## src/rtl/vx_matrix_uop_pkg.sv

```systemverilog
// Shared definitions for the matrix micro-op sequencer: kind encoding,
// per-channel FSM states and the micro-op record at the default widths.
package vx_matrix_uop_pkg;

   typedef logic [1:0] uop_kind_t;

   localparam uop_kind_t UOP_NORMAL = 2'b00;
   localparam uop_kind_t UOP_MLOAD  = 2'b01;
   localparam uop_kind_t UOP_MSTORE = 2'b10;
   localparam uop_kind_t UOP_MMUL   = 2'b11;

   typedef enum logic {
      CH_IDLE = 1'b0,
      CH_EMIT = 1'b1
   } chan_state_e;

   localparam int UOP_NR_BITS   = 6;
   localparam int UOP_XLEN      = 32;
   localparam int UOP_IDX_W     = 3;
   localparam int UOP_PAYLOAD_W = 64;

   typedef struct packed {
      uop_kind_t                  kind;
      logic [UOP_NR_BITS-1:0]     rd;
      logic [UOP_NR_BITS-1:0]     rs1;
      logic [UOP_NR_BITS-1:0]     rs2;
      logic [UOP_XLEN-1:0]        imm;
      logic [UOP_IDX_W-1:0]       idx;
      logic                       last;
      logic [UOP_PAYLOAD_W-1:0]   payload;
   } uop_t;

endpackage

```

## src/rtl/vx_matrix_uop_chan.sv

```systemverilog
// One issue channel: captures a macro, then emits its row-indexed micro-ops
// one per handshake, holding fields stable while the consumer stalls.
module vx_matrix_uop_chan
   import vx_matrix_uop_pkg::*;
#(
   parameter int MAX_ROWS  = 8,
   parameter int NR_BITS   = 6,
   parameter int XLEN      = 32,
   parameter int ROW_BYTES = 4,
   parameter int PAYLOAD_W = 64,
   parameter int IDXW      = $clog2(MAX_ROWS),
   parameter int RW        = IDXW + 1
) (
   input  logic                 clk,
   input  logic                 reset,
   input  logic                 accept,
   input  uop_kind_t            in_kind,
   input  logic [RW-1:0]        in_rows,
   input  logic [NR_BITS-1:0]   in_rd,
   input  logic [NR_BITS-1:0]   in_rs1,
   input  logic [NR_BITS-1:0]   in_rs2,
   input  logic [XLEN-1:0]      in_imm,
   input  logic [PAYLOAD_W-1:0] in_payload,
   output logic                 idle,
   output logic                 out_valid,
   input  logic                 out_ready,
   output uop_kind_t            out_kind,
   output logic [NR_BITS-1:0]   out_rd,
   output logic [NR_BITS-1:0]   out_rs1,
   output logic [NR_BITS-1:0]   out_rs2,
   output logic [XLEN-1:0]      out_imm,
   output logic [IDXW-1:0]      out_idx,
   output logic                 out_last,
   output logic [PAYLOAD_W-1:0] out_payload
);

   chan_state_e            state_q, state_d;
   uop_kind_t              kind_q;
   logic [RW-1:0]          n_q, n_in;
   logic [IDXW-1:0]        k_q;
   logic [NR_BITS-1:0]     rd_q, rs1_q, rs2_q;
   logic [XLEN-1:0]        imm_q;
   logic [PAYLOAD_W-1:0]   payload_q;
   logic                   at_last;

   assign idle      = (state_q == CH_IDLE);
   assign out_valid = (state_q == CH_EMIT);
   assign at_last   = ({1'b0, k_q} == (n_q - RW'(1)));
   assign out_last  = out_valid && at_last;

   // Normal instructions and zero-row macros still produce one micro-op.
   always_comb begin
      n_in = in_rows;
      if (in_kind == UOP_NORMAL || in_rows == '0)
         n_in = RW'(1);
      else if (in_rows > RW'(MAX_ROWS))
         n_in = RW'(MAX_ROWS);
   end

   always_ff @(posedge clk) begin
      if (reset)
         state_q <= CH_IDLE;
      else
         state_q <= state_d;
   end

   always_comb begin
      state_d = state_q;
      case (state_q)
         CH_IDLE: if (accept) state_d = CH_EMIT;
         CH_EMIT: if (out_ready && at_last) state_d = CH_IDLE;
         default: state_d = CH_IDLE;
      endcase
   end

   always_ff @(posedge clk) begin
      if (reset) begin
         kind_q    <= UOP_NORMAL;
         n_q       <= '0;
         k_q       <= '0;
         rd_q      <= '0;
         rs1_q     <= '0;
         rs2_q     <= '0;
         imm_q     <= '0;
         payload_q <= '0;
      end else if (accept && state_q == CH_IDLE) begin
         kind_q    <= in_kind;
         n_q       <= n_in;
         k_q       <= '0;
         rd_q      <= in_rd;
         rs1_q     <= in_rs1;
         rs2_q     <= in_rs2;
         imm_q     <= in_imm;
         payload_q <= in_payload;
      end else if (state_q == CH_EMIT && out_ready && !at_last) begin
         k_q <= k_q + IDXW'(1);
      end
   end

   // Row expansion; register and immediate sums wrap at their field widths.
   always_comb begin
      out_kind    = kind_q;
      out_idx     = k_q;
      out_payload = payload_q;
      out_rd      = rd_q;
      out_rs1     = rs1_q;
      out_rs2     = rs2_q;
      out_imm     = imm_q;
      case (kind_q)
         UOP_MLOAD: begin
            out_rd  = rd_q + NR_BITS'(k_q);
            out_imm = imm_q + XLEN'(k_q) * XLEN'(ROW_BYTES);
         end
         UOP_MSTORE: begin
            out_rs2 = rs2_q + NR_BITS'(k_q);
            out_imm = imm_q + XLEN'(k_q) * XLEN'(ROW_BYTES);
         end
         UOP_MMUL: begin
            out_rd  = rd_q + NR_BITS'(k_q);
            out_rs1 = rs1_q + NR_BITS'(k_q);
            out_rs2 = rs1_q + NR_BITS'(n_q) + NR_BITS'(k_q);
         end
         default: ;
      endcase
   end

endmodule

```

## src/rtl/vx_matrix_uop_seq.sv

```systemverilog
// Matrix micro-op sequencer: steers macros to NUM_CH expansion channels.
// Define VX_MATRIX_UOP_PERF_EN to add the perf_uops/perf_clamp counters.
module vx_matrix_uop_seq
   import vx_matrix_uop_pkg::*;
#(
   parameter int NUM_CH    = 4,
   parameter int MAX_ROWS  = 8,
   parameter int NR_BITS   = 6,
   parameter int XLEN      = 32,
   parameter int ROW_BYTES = 4,
   parameter int PAYLOAD_W = 64,
   localparam int CHW      = (NUM_CH > 1) ? $clog2(NUM_CH) : 1,
   localparam int IDXW     = $clog2(MAX_ROWS),
   localparam int RW       = IDXW + 1
) (
   input  logic                        clk,
   input  logic                        reset,
   input  logic                        in_valid,
   output logic                        in_ready,
   input  logic [CHW-1:0]              in_ch,
   input  logic [1:0]                  in_kind,
   input  logic [RW-1:0]               in_rows,
   input  logic [NR_BITS-1:0]          in_rd,
   input  logic [NR_BITS-1:0]          in_rs1,
   input  logic [NR_BITS-1:0]          in_rs2,
   input  logic [XLEN-1:0]             in_imm,
   input  logic [PAYLOAD_W-1:0]        in_payload,
   output logic [NUM_CH-1:0]           out_valid,
   input  logic [NUM_CH-1:0]           out_ready,
   output logic [NUM_CH*2-1:0]         out_kind,
   output logic [NUM_CH*NR_BITS-1:0]   out_rd,
   output logic [NUM_CH*NR_BITS-1:0]   out_rs1,
   output logic [NUM_CH*NR_BITS-1:0]   out_rs2,
   output logic [NUM_CH*XLEN-1:0]      out_imm,
   output logic [NUM_CH*IDXW-1:0]      out_idx,
   output logic [NUM_CH-1:0]           out_last,
   output logic [NUM_CH*PAYLOAD_W-1:0] out_payload
`ifdef VX_MATRIX_UOP_PERF_EN
   ,
   output logic [NUM_CH*32-1:0]        perf_uops,
   output logic [31:0]                 perf_clamp
`endif
);

   logic [NUM_CH-1:0]    chan_idle;
   logic [NUM_CH-1:0]    accept;
   logic [2**CHW-1:0]    idle_ext;

   // Channel numbers beyond NUM_CH read as never ready.
   always_comb begin
      idle_ext = '0;
      for (int i = 0; i < NUM_CH; i++)
         idle_ext[i] = chan_idle[i];
   end

   assign in_ready = idle_ext[in_ch];

   for (genvar c = 0; c < NUM_CH; c++) begin : g_chan
      assign accept[c] = in_valid && in_ready && (in_ch == CHW'(c));

      vx_matrix_uop_chan #(
         .MAX_ROWS  (MAX_ROWS),
         .NR_BITS   (NR_BITS),
         .XLEN      (XLEN),
         .ROW_BYTES (ROW_BYTES),
         .PAYLOAD_W (PAYLOAD_W)
      ) u_chan (
         .clk         (clk),
         .reset       (reset),
         .accept      (accept[c]),
         .in_kind     (in_kind),
         .in_rows     (in_rows),
         .in_rd       (in_rd),
         .in_rs1      (in_rs1),
         .in_rs2      (in_rs2),
         .in_imm      (in_imm),
         .in_payload  (in_payload),
         .idle        (chan_idle[c]),
         .out_valid   (out_valid[c]),
         .out_ready   (out_ready[c]),
         .out_kind    (out_kind[c*2 +: 2]),
         .out_rd      (out_rd[c*NR_BITS +: NR_BITS]),
         .out_rs1     (out_rs1[c*NR_BITS +: NR_BITS]),
         .out_rs2     (out_rs2[c*NR_BITS +: NR_BITS]),
         .out_imm     (out_imm[c*XLEN +: XLEN]),
         .out_idx     (out_idx[c*IDXW +: IDXW]),
         .out_last    (out_last[c]),
         .out_payload (out_payload[c*PAYLOAD_W +: PAYLOAD_W])
      );
   end

`ifdef VX_MATRIX_UOP_PERF_EN
   logic [31:0] uop_cnt [NUM_CH];

   // Both counters saturate instead of wrapping.
   always_ff @(posedge clk) begin
      for (int c = 0; c < NUM_CH; c++) begin
         if (reset)
            uop_cnt[c] <= '0;
         else if (out_valid[c] && out_ready[c] && uop_cnt[c] != '1)
            uop_cnt[c] <= uop_cnt[c] + 32'd1;
      end
   end

   always_ff @(posedge clk) begin
      if (reset)
         perf_clamp <= '0;
      else if (in_valid && in_ready && in_rows > RW'(MAX_ROWS) && perf_clamp != '1)
         perf_clamp <= perf_clamp + 32'd1;
   end

   for (genvar c = 0; c < NUM_CH; c++) begin : g_perf
      assign perf_uops[c*32 +: 32] = uop_cnt[c];
   end
`endif

endmodule

```

## config.mk

```make
export PLATFORM = sky130hd
export DESIGN_NAME = vx_matrix_uop_seq
export DESIGN_NICKNAME = d
export VERILOG_FILES = /design/src/rtl/vx_matrix_uop_pkg.sv /design/src/rtl/vx_matrix_uop_chan.sv /design/src/rtl/vx_matrix_uop_seq.sv
export SDC_FILE = /design/constraint.sdc
export NUM_CORES = 1
export LEC_CHECK = 0
export CAP_MARGIN = 20
export CORE_AREA = 8 8 235 237
export CTS_BUF_LIST = sky130_fd_sc_hd__clkbuf_8
export CTS_CLUSTER_SIZE = 14
export DETAILED_ROUTE_END_ITERATION = 12
export DIE_AREA = 0 0 243 245
export DONT_BUFFER_PORTS = 1
export HOLD_SLACK_MARGIN = 0.03
export PLACE_DENSITY = 0.66
export SLEW_MARGIN = 20
export SYNTH_ARGS = -nofsm -noshare
export SYNTH_HDL_FRONTEND = slang
export SYNTH_SLANG_ARGS = --single-unit
export TNS_END_PERCENT = 100
```

## constraint.sdc

```tcl
create_clock -name clk -period 4.9 [get_ports clk]
set_input_delay 0.98 -clock clk [delete_from_list [all_inputs] [get_ports clk]]
set_output_delay 0.98 -clock clk [all_outputs]
set_load 0.01 [all_outputs]
```

======== Word level (Yosys, flattened, before mapping) ========
Index checks and enable logic that the tools add are counted.
word-level totals
  input port bits ......................... 129
  bits in registers ....................... 496
  output and inout port bits .............. 485
  word-level logic and storage cells ...... 170
cells by class
  equal/unequal tests ..................... 19
  add/sub/neg operators ................... 32
  reduce and logical (&&, ||, !) cells .... 45
  bitwise operators ....................... 4
  magnitude comparators ................... 2
  mux-type cells .......................... 32
operators with widths
  operator               number
  $add A32 B5 Y32        4
  $mux W32               4
  $add A6 B3 Y6          16
  $mux W6                8
  $pmux W6 S2            4
  $logic_and A1 B1 Y1    25
  $add A6 B4 Y6          4
  $reduce_or A2 Y1       12
  $eq A2 B2 Y1 const B   10
  $eq A3 B4 Y1           4
  $sub A4 B1 Y4 const B  4
  $add A3 B1 Y3 const B  4
  $eq A2 B1 Y1 const B   5
  $mux W1                9
  $mux W4                2
  $pmux W1 S2            4
  $gt A4 B4 Y1 const B   1
  $logic_not A1 Y1       4
  $logic_not A2 Y1       2
  $logic_not A4 Y1       1
  $not A1 Y1             4
  $lt A2 B3 Y1 const B   1
  $bmux W1 S2            1
  $logic_or A1 B1 Y1     1

======== Longest topological paths before layout ========
Gate-level depths: netlist (run 1).
  depth in word-level cells ............... 7
  mapped depth ............................ 10

======== By module ========
Synthesis (run 1) repeated with hierarchy kept, for this count alone.
second synthesis, totals
  cell total of the unflattened synthesis .. 2024
  area, all modules ....................... 21823.4 um^2
by module, submodules not included
  module                                      area an instance (um^2)  cells an instance  sequential area each (um^2)  times used
  vx_matrix_uop_chan at g_chan[0].u_chan ...  5407.7                   501                2482.4                       3
  vx_matrix_uop_chan at g_chan[3].u_chan      5532.8                   516                2482.4                       1
  vx_matrix_uop_seq                           67.6                     5                  0.0                          1

======== Least setup slack after synthesis (run 1) ========
OpenSTA, ideal clock, no wires.
  path kind ............................... register -> output
  start ................................... register g_chan[3].u_chan.k_q[1]
  end ..................................... output out_rs2[23]
  setup slack ............................. 1.163 ns
  path buffers ............................ 0
  data required time ...................... 3.920 ns
  arrival ................................. 2.757 ns
  stages on the path, launching flop included .. 10
  path through ............................ dfxtp_1 > inv_1 > fa_1 > inv_1 > ha_1 > fa_1 > a21o_1 > a21oi_1 > xnor2_1 > a221o_1
between the ends
  word-level cells in the longest chain between the ends .. 2
  elaborated cells between the ends (all ways) .. 3
  those cells by class .................... add/sub: 2; mux: 1
ends and longest elaborated chain
  element                                  RTL line                                              source
  start: declaration                       vx_matrix_uop_chan.sv:40                              logic [IDXW-1:0] k_q;
  start signal: assignment                 vx_matrix_uop_chan.sv:96                              k_q <= k_q + IDXW'(1);
  $add A6 B3 Y6, on equally long branches  vx_matrix_uop_chan.sv:121, vx_matrix_uop_chan.sv:115
  $pmux W6 S2 *                            vx_matrix_uop_chan.sv:109                             case (kind_q)
  end: declaration                         vx_matrix_uop_seq.sv:33                               output logic [NUM_CH*NR_BITS-1:0] out_rs2,
Every way passes the cells marked *; elsewhere a longest branch is shown, timed or not.

======== Worst setup path in the final report (run 1) ========
  start ................................... register g_chan[3].u_chan.k_q[0]
  end ..................................... output out_imm[126]
between the ends
  word-level cells in the longest chain between the ends .. 2
ends and longest elaborated chain
  element           RTL line                                              source
  $add A32 B5 Y32   vx_matrix_uop_chan.sv:112, vx_matrix_uop_chan.sv:116
  $mux W32          --
  end: declaration  vx_matrix_uop_seq.sv:34                               output logic [NUM_CH*XLEN-1:0] out_imm,
No other way between the ends.

==> results of run 1 <==
## cell usage in the layout (no fill, tap or decap), types with 26 or more instances in the layout
master    count
nor2_1       49
dfxtp_1     496
clkbuf_8    109
inv_1        99
nand3_1      41
xor2_1       66
a21o_1       26
nand4_1      37
a21oi_1     507
xnor2_1     103
ha_1         88
nand2_1    1033
fa_1         32
## final cells by class
class                      instances  area share, %
multi-input combinational       2279           49.7
timing repair buffer              18          0.759
sequential                       496           38.1
clock buffer                     109           5.76
inverter                          77           1.11
antenna                            1        0.00960
clock inverter                    45           1.22
tap                              688           3.30
## per-layer routing
layer	vias to the layer above	wire (um)	global-route usage [%]
met5	-	0	0
met4	0	4200	13.4
met3	251	9400	9.71
met2	1015	40500	44.6
met1	10200	33400	32.4
li1	9972	-	-
## sequential cells by signal (all words and copies together) (netlist names)
register,count
g_chan.u_chan.out_payload,256
g_chan.u_chan.n_q,16
g_chan.u_chan.imm_q,128
g_chan.u_chan.out_idx,12
g_chan.u_chan.rs1_q,24
g_chan.u_chan.rd_q,24
g_chan.u_chan.out_valid,4
g_chan.u_chan.out_kind,8
g_chan.u_chan.rs2_q,24
## power by group through the flow
| stage | clock, mW | combinational (mW) | sequential (mW) |
|---|---|---|---|
| after floorplan | 0 | 0.462 | 4.38 |
| after global placement | 0 | 0.504 | 4.45 |
| after detailed placement | 0 | 0.524 | 4.45 |
| after CTS | 4.06 | 0.526 | 4.36 |
| after global routing | 4.25 | 0.581 | 4.38 |
| final | 3.97 | 0.525 | 4.37 |
## final timing paths
| kind | start | end | slack (ps) | cells past startpoint |
|---|---|---|---|---|
| hold / removal | reset | g_chan[1].u_chan.rs2_q[1] | 400 | 1 |
| setup / recovery | g_chan[3].u_chan.out_idx[0] | out_imm[126] | 470 | 7 |
| setup reg to reg | g_chan[0].u_chan.out_valid | g_chan[0].u_chan.out_payload[35] | 2340 | 4 |
| hold reg to reg | g_chan[1].u_chan.imm_q[30] | g_chan[1].u_chan.imm_q[30] | 460 | 2 |
## critical path, cell delays in order (launching register included)
cell and delay [ps]:
dfxtp_1 770, ha_1 310, inv_1 60, fa_1 420
nor2b_1 240, o21ai_0 250, nor4_1 360, xor2_1 370
## cells by family (layout without fill, tap and decap cells)
group,count (synthesis),count (layout),share of synthesized area (%)
XOR/XNOR,172,172,6.47
adder cells (fa/ha/maj),120,120,7.27
flip-flops,496,496,41.4
AO/OA/AOI/OAI,625,625,14.3
other,0,1,0
buffers and inverters,278,249,4.89
AND/OR/NAND/NOR,1325,1325,24.0
multiplexers,37,37,1.63
==> out/results.ini, run 1 <==
[run_status]
outcome=complete, no violations

[synth]
ys_types=63
synth_top_area_cell=dfxtp_1
synth-seq-cells=496
synth_top_area_share_pct=41.4
synth_commonest_cells=1033 x nand2_1, 507 x a21oi_1, 496 x dfxtp_1
synth-seq-area-share_pct=41.4
yosys.cell_count.top_type=nand2_1
synth_cells=3053
yosys-top-cells-area=dfxtp_1 41%, nand2_1 16%, a21oi_1 11%, ha_1 4.6%, xnor2_1 3.8%
synth_area_um2=24000
synth_ff_type=dfxtp_1
syn-num-nets=3302
synth_edf_count=0
synthArstFlopShare_pct=0
yosys_warnings=0
avgSynthCellArea_um2=7.85

[global_routing]
grt_max_degree=497
antenna_found_initial=1
grt_pass1_vias=20100
grt_pass1_wl_um=128000
track_usage_pct=27.6
grt-ovfl-total=0

[clocking]
cts_max_path_buffers=3
clock_latency_ps=680
cts.sinks=496
clockRootBuffer=clkbuf_8
cts_tree=yes
cts_buffers=88
cts_hold_buf=0
post_cts_resized=0
cts_max_level=3
path_clk_slew_ps=60
post_cts_buffers=0

[floorplan]
row_count=84
dieWidth_um=243
initial_core_util_pct=46.4
pin_count=614
core_um2=51700
dieHeight_um=245
die_area_um2=59500

[critical_path]
start_kind=register
worstPathRequired_ps=3920
critPathArrivalTime_ps=3450
crit_type=reg2out
crit_fanout=10
end_kind=output port

[timing]
report.final.slew_viol_count=0
worstMarginPinSlew_ps=1260
finalSetupViolCount=0
rsz0062_at_grt=false
hold_slack_ps=396
setup_tns_ps=0
max_slew_margin_pct=15.9
finalHoldViolCount=0
finClkSkew_ps=33.8
min_period_ps=4430
fmax_mhz=226
min_period_over_period_pct=90.4
setup_ws_ps=469

[finish]
final_util_pct=50.4
multi_input_area_um2=13000
final_net_count=3209
layout-drive-gt1-share_pct=6.58
area_growth_pct=8.74
final_area_um2=26100
fill_cells=4925
register_area_um2=9930
fin_cells=3713

[route]
vias_per_cell=5.78
wl_per_cell_um=23.6
vias=21500
drt_iter0_drc=1848
first_pass_iters=6
routed_wl_um=87500
drtAntennaViolNets=0
drcViolationCount=0

[power_and_ir_drop]
sequentialPowerShare_pct=49.3
p_sw_share_pct=26.3
clkPwrFrac_pct=44.8
internal-power_mw=6.53
comb_power_share_pct=5.9
finalPower_mw=8.86
p_switching_mw=2.33
cellPowerDensity_nw_per_um2=340
vdd_drop_max_mv=0.261
p_leak_nw=9.76

[placement]
dp_hpwl_um=62400
gp_congestion=0.933
dp.cells=3558
placed_area_um2=24200
portBuffers=0
place_ws_ps=1120

[job]
drv_cap=0

[hold_path]
min_path_type=in2reg

(Power assumes the default switching activity.)
==> run 2: changes to the inputs <==
--- a/config.mk
+++ b/config.mk
@@ -6,14 +6,15 @@
 export NUM_CORES = 1
 export LEC_CHECK = 0
 export CAP_MARGIN = 20
-export CORE_AREA = 8 8 235 237
+export CORE_ASPECT_RATIO = 0.7
+export CORE_MARGIN = 8
+export CORE_UTILIZATION = 50
 export CTS_BUF_LIST = sky130_fd_sc_hd__clkbuf_8
 export CTS_CLUSTER_SIZE = 14
 export DETAILED_ROUTE_END_ITERATION = 12
-export DIE_AREA = 0 0 243 245
 export DONT_BUFFER_PORTS = 1
 export HOLD_SLACK_MARGIN = 0.03
-export PLACE_DENSITY = 0.66
+export PLACE_DENSITY = 0.7
 export SLEW_MARGIN = 20
 export SYNTH_ARGS = -nofsm -noshare
 export SYNTH_HDL_FRONTEND = slang
==> constraint.sdc (replaced) <==
create_clock -name clk -period 4.9 [get_ports clk]
set_input_delay 0.49 -clock clk [delete_from_list [all_inputs] [get_ports clk]]
set_output_delay 0.49 -clock clk [all_outputs]
set_load 0.01 [all_outputs]
==> run 2 against run 1 <==
Clock-buffer cell count is 10 lower. Utilization is 11 points higher. Sequential share of layout area is 4.0 points lower. Design area is 12% higher. Die area is 7.1% lower. Clock skew is 22 ps higher. Largest cell class unchanged.
==> out/results.ini, run 2 (synthesis results as in run 1) <==
[hold_path]
min_path_type=in2reg
worstHoldPathCells=2

[power_and_ir_drop]
p_switching_mw=2.50
p_leak_nw=11.6
sequentialPowerShare_pct=49.4
comb_power_share_pct=9.6
internal-power_mw=6.36
finalPower_mw=8.87
vdd_drop_max_mv=0.270
p_sw_share_pct=28.2
clkPwrFrac_pct=41.1
cellPowerDensity_nw_per_um2=305

[clocking]
clock_latency_ps=700
cts_max_path_buffers=3
cts.sinks=496
post_cts_buffers=0
cts_max_level=3
cts_buffers=77
cts_hold_buf=338
path_clk_slew_ps=70
cts_tree=yes
clockRootBuffer=clkbuf_8
post_cts_resized=0

[global_routing]
grt_pass1_wl_um=148000
grt_max_degree=263
grtUsageMet1_pct=41.1
gr-usage-met2_pct=53.6
grt_pass1_vias=23500
track_usage_pct=34.3
antenna_found_initial=6
grt-ovfl-total=0
use_met3_pct=13.1
top_usage_layer=met2

[finish]
fin_cells=3968
final_util_pct=61.1
multi_input_area_um2=13000
largest_reg_flops=256
layout_commonest_cell=nand2_1
area_growth_pct=21.4
final_cell_mix=1033 x nand2_1, 507 x a21oi_1, 496 x dfxtp_1
register_area_um2=9930
fill_cells=3919
final_net_count=3536
layout-drive-gt1-share_pct=5.42

[placement]
dp_hpwl_um=62700
gp_congestion=0.951
portBuffers=0
dp.cells=3491

[timing]
finalHoldViolCount=0
finClkSkew_ps=56.3
setup_tns_ps=0
max_slew_margin_pct=16.6
worstMarginPinSlew_ps=1250
report.final.slew_viol_count=0
finalSetupViolCount=0
min_period_over_period_pct=80.2
fmax_mhz=254
min_period_ps=3930
rsz0062_at_grt=false

[route]
drcViolationCount=0
wl_per_cell_um=25.3
drt_iter0_drc=2893
first_pass_iters=6
vias=24300
vias_per_cell=6.12
drtAntennaViolNets=0
routed_wl_um=100000

[floorplan]
die_area_um2=55300
row_count=67
dieWidth_um=278
dieHeight_um=199
initial_core_util_pct=50.3
core_um2=47600
pin_count=614

[critical_path]
critPathArrivalTime_ps=3440
start_kind=register
crit_fanout=10
rr_worst_depth=5
end_kind=output port
worstPathRequired_ps=4410
crit_type=reg2out

[run_status]
outcome=complete, no violations

[job]
drv_cap=0

[run 2: metal layers]
layer,part of all wire [%],vias to the layer above
li1,-,10600
met5,0.027,-
met2,44,1748
met4,5.8,4
met3,13,444
met1,37,11500
[run 2: area by class of cell]
cell class                 count  area share, %
antenna                        6         0.0516
clock buffer                  99           4.68
clock inverter                34          0.692
inverter                      77          0.993
multi-input combinational   2279           44.6
sequential                   496           34.1
tap                          621           2.67
timing repair buffer         356           12.2
[run 2: power by group through the flow]
stage          sequential, mW  combinational (mW)  clock [mW]
2_1_floorplan            4.38               0.462           0
3_3_place_gp             4.45               0.503           0
3_5_place_dp             4.45               0.523           0
4_1_cts                  4.37               0.807        3.65
5_1_grt                  4.39               0.901        3.85
6_report                 4.38               0.847        3.64
[run 2: final timing paths]
kind              slack (ps)                                to                         from
setup / recovery         970                       out_imm[52]  g_chan[1].u_chan.out_idx[0]
hold / removal           100       g_chan[0].u_chan.out_idx[1]                 out_ready[0]
setup reg to reg        1350  g_chan[0].u_chan.out_payload[17]   g_chan[0].u_chan.out_valid
hold reg to reg          460        g_chan[1].u_chan.imm_q[30]   g_chan[1].u_chan.imm_q[30]
[run 2: stage by stage]
step,setup slack [ps],instance area [um2],hold WS [ps]
2_1_floorplan,1650,24000,436
3_3_place_gp,1680,24100,442
3_5_place_dp,1680,24100,449
4_1_cts,966,29100,45.1
5_1_grt,751,29100,76.1
6_report,970,29100,96.6
[run 2: worst max-delay path, stage by stage (launching register included)]
cell and delay [ps]:
dfxtp_1 840, ha_1 310, inv_1 60, fa_1 400
nor2b_1 170, o21a_1 440, nand3_1 160, xnor2_1 390
==> run 3: changes to the inputs <==
==> constraint.sdc (replaced) <==
create_clock -name clk -period 3.9 [get_ports clk]
set_input_delay 0.39 -clock clk [delete_from_list [all_inputs] [get_ports clk]]
set_output_delay 0.39 -clock clk [all_outputs]
set_load 0.01 [all_outputs]
==> run 3 against run 2 <==
Design area up 3.1%. Via count up 0.98%. Worst setup slack worse by 790 ps. Die area unchanged. Power up 29%. Sequential share of layout area down 1.0 points. Routed wire length down 0.98%. Sequential power up 25%. Largest power group unchanged. Final cell count up 2.2%.
==> out/results.ini, run 3 (synthesis results as in run 1) <==
[clocking]
cts_max_path_buffers=3
cts_max_level=3
cts_buffers=78
cts.sinks=496
path_clk_slew_ps=60
clock_latency_ps=700
clockRootBuffer=clkbuf_8
cts_tree=yes

[finish]
layout-drive-gt1-share_pct=6.12
layout_commonest_cell=nand2_1
multi_input_area_um2=13000
fill_cells=3749
final_net_count=3617
register_area_um2=9930
final_cell_mix=1033 x nand2_1, 507 x a21oi_1, 495 x dfxtp_1
largest_reg_flops=256
area_growth_pct=25.1

[route]
drcViolationCount=0
vias=24500
drtAntennaViolNets=0
first_pass_iters=9
drt_iter0_drc=2929
wl_per_cell_um=24.5
vias_per_cell=6.05
routed_wl_um=99400

[hold_path]
worstHoldPathCells=3
hold_start=out_ready[1]
hold_end=g_chan[1].u_chan.out_idx[1]
min_path_type=in2reg

[timing]
fmax_mhz=269
max_slew_margin_pct=23.0
rsz0062_at_grt=false
setup_ws_ps=184
finClkSkew_ps=60.0
worstMarginPinSlew_ps=1150
setup_tns_ps=0
finalHoldViolCount=0
min_period_over_period_pct=95.3
finalSetupViolCount=0
report.final.slew_viol_count=0
hold_slack_ps=105
min_period_ps=3720

[floorplan]
initial_core_util_pct=50.3
dieHeight_um=199
row_count=67
pin_count=614
core_um2=47600
die_area_um2=55300
dieWidth_um=278

[critical_path]
start_kind=register
crit_fanout=6
rr_endpoint=g_chan[1].u_chan.out_payload[20]
ff2ff_setup_slack_ps=850
crit_type=reg2out
crit_chain=inv_1, ha_1, o21bai_1, and4bb_4, or4b_1, xnor2_1
critPathMaxStageDelay_ps=540
end_kind=output port
rr_worst_depth=6
crit_slowest_cell=xnor2_1
worstPathRequired_ps=3510
r2r_start=g_chan[1].u_chan.out_valid
critPathArrivalTime_ps=3330

[job]
drv_cap=0

[placement]
place_ws_ps=885
portBuffers=0
dp_hpwl_um=63000
gp_congestion=0.941

[power_and_ir_drop]
p_leak_nw=12.1
vdd_drop_max_mv=0.365
cellPowerDensity_nw_per_um2=380

[global_routing]
grt_pass1_vias=24000
track_usage_pct=33.9
grt_pass1_wl_um=147000
grt_max_degree=285
antenna_found_initial=3
grt-ovfl-total=0

[run_status]
outcome=complete, no violations

run 3: cell count changes in the layout (fill, tap and decap cells not counted), sizes merged:
cell | previous run | this run
clkinv | 9 | 25
dlygate4sd3 | 337 | 404
clkinvlp | 0 | 2
buf | 19 | 32
clkbuf | 99 | 94
inv | 101 | 94
bufinv | 1 | 4
diode | 6 | 3
run 3: timing repair:
| action | 4_1_cts | 5_1_grt |
|---|---|---|
| endpoints found under the hold margin | 494 | 0 |
| setup endpoints to repair | 0 | 1 |
| hold buffers | 405 | 0 |
| gates resized for setup | 0 | 1 |
| setup buffers | 0 | 0 |
run 3: worst max-delay path: cells and delay by family, from the launching register on:
family	cells	cell delay, ps
adder cells (fa/ha/maj)	1	450
buffers and inverters	1	90
flip-flops	1	470
AND/OR/NAND/NOR	2	870
XOR/XNOR	1	540
AO/OA/AOI/OAI	1	250
run 3: area by class of cell:
class	instances	share of cell area, %
clock buffer	94	4.31
timing repair buffer	436	14.5
inverter	77	0.964
antenna	3	0.0250
sequential	496	33.1
multi-input combinational	2279	43.2
tap	621	2.59
clock inverter	48	1.25
run 3: how the worst max path moves through the flow:
stage,from,end,slack [ps],cells after the start
3_5_place_dp,g_chan[0].u_chan.out_idx[0],out_imm[22],880,7
4_1_cts,g_chan[1].u_chan.out_kind[0],out_imm[63],130,6
6_report,g_chan[1].u_chan.out_kind[0],out_imm[63],180,6
5_1_grt,g_chan[0].u_chan.out_idx[2],out_imm[27],70,5
2_1_floorplan,g_chan[3].u_chan.out_idx[1],out_rs2[23],750,9
3_3_place_gp,g_chan[1].u_chan.out_kind[0],out_imm[63],910,6
run 3: report_power, final:
| part | internal [mW] | switching [mW] |
|---|---|---|
| Sequential | 5.24 | 0.259 |
| Combinational | 0.436 | 0.664 |
| Clock | 2.50 | 2.31 |
| Total | 8.17 | 3.24 |
run 3: through the flow:
stage          power, mW  area, um2  util (%)  instances
2_1_floorplan       6.08      24000         -       3053
3_3_place_gp        6.23      24200      50.9       3504
3_5_place_dp        6.26      24200      50.9       3504
4_1_cts             11.3      30000      63.0       4051
5_1_grt             11.7      30000      63.0       4053
6_report            11.4      30000      63.0       4054
run 3: routing by layer:
| layer | wire length [um] | global-route usage (%) | share of wire (%) | up-vias |
|---|---|---|---|---|
| li1 | - | - | - | 10800 |
| met5 | 0 | 0.353 | 0 | - |
| met1 | 36700 | 40.9 | 37 | 11600 |
| met2 | 43800 | 53.3 | 44 | 1713 |
| met3 | 13000 | 12.1 | 13 | 427 |
| met4 | 5990 | 17.8 | 6.0 | 0 |
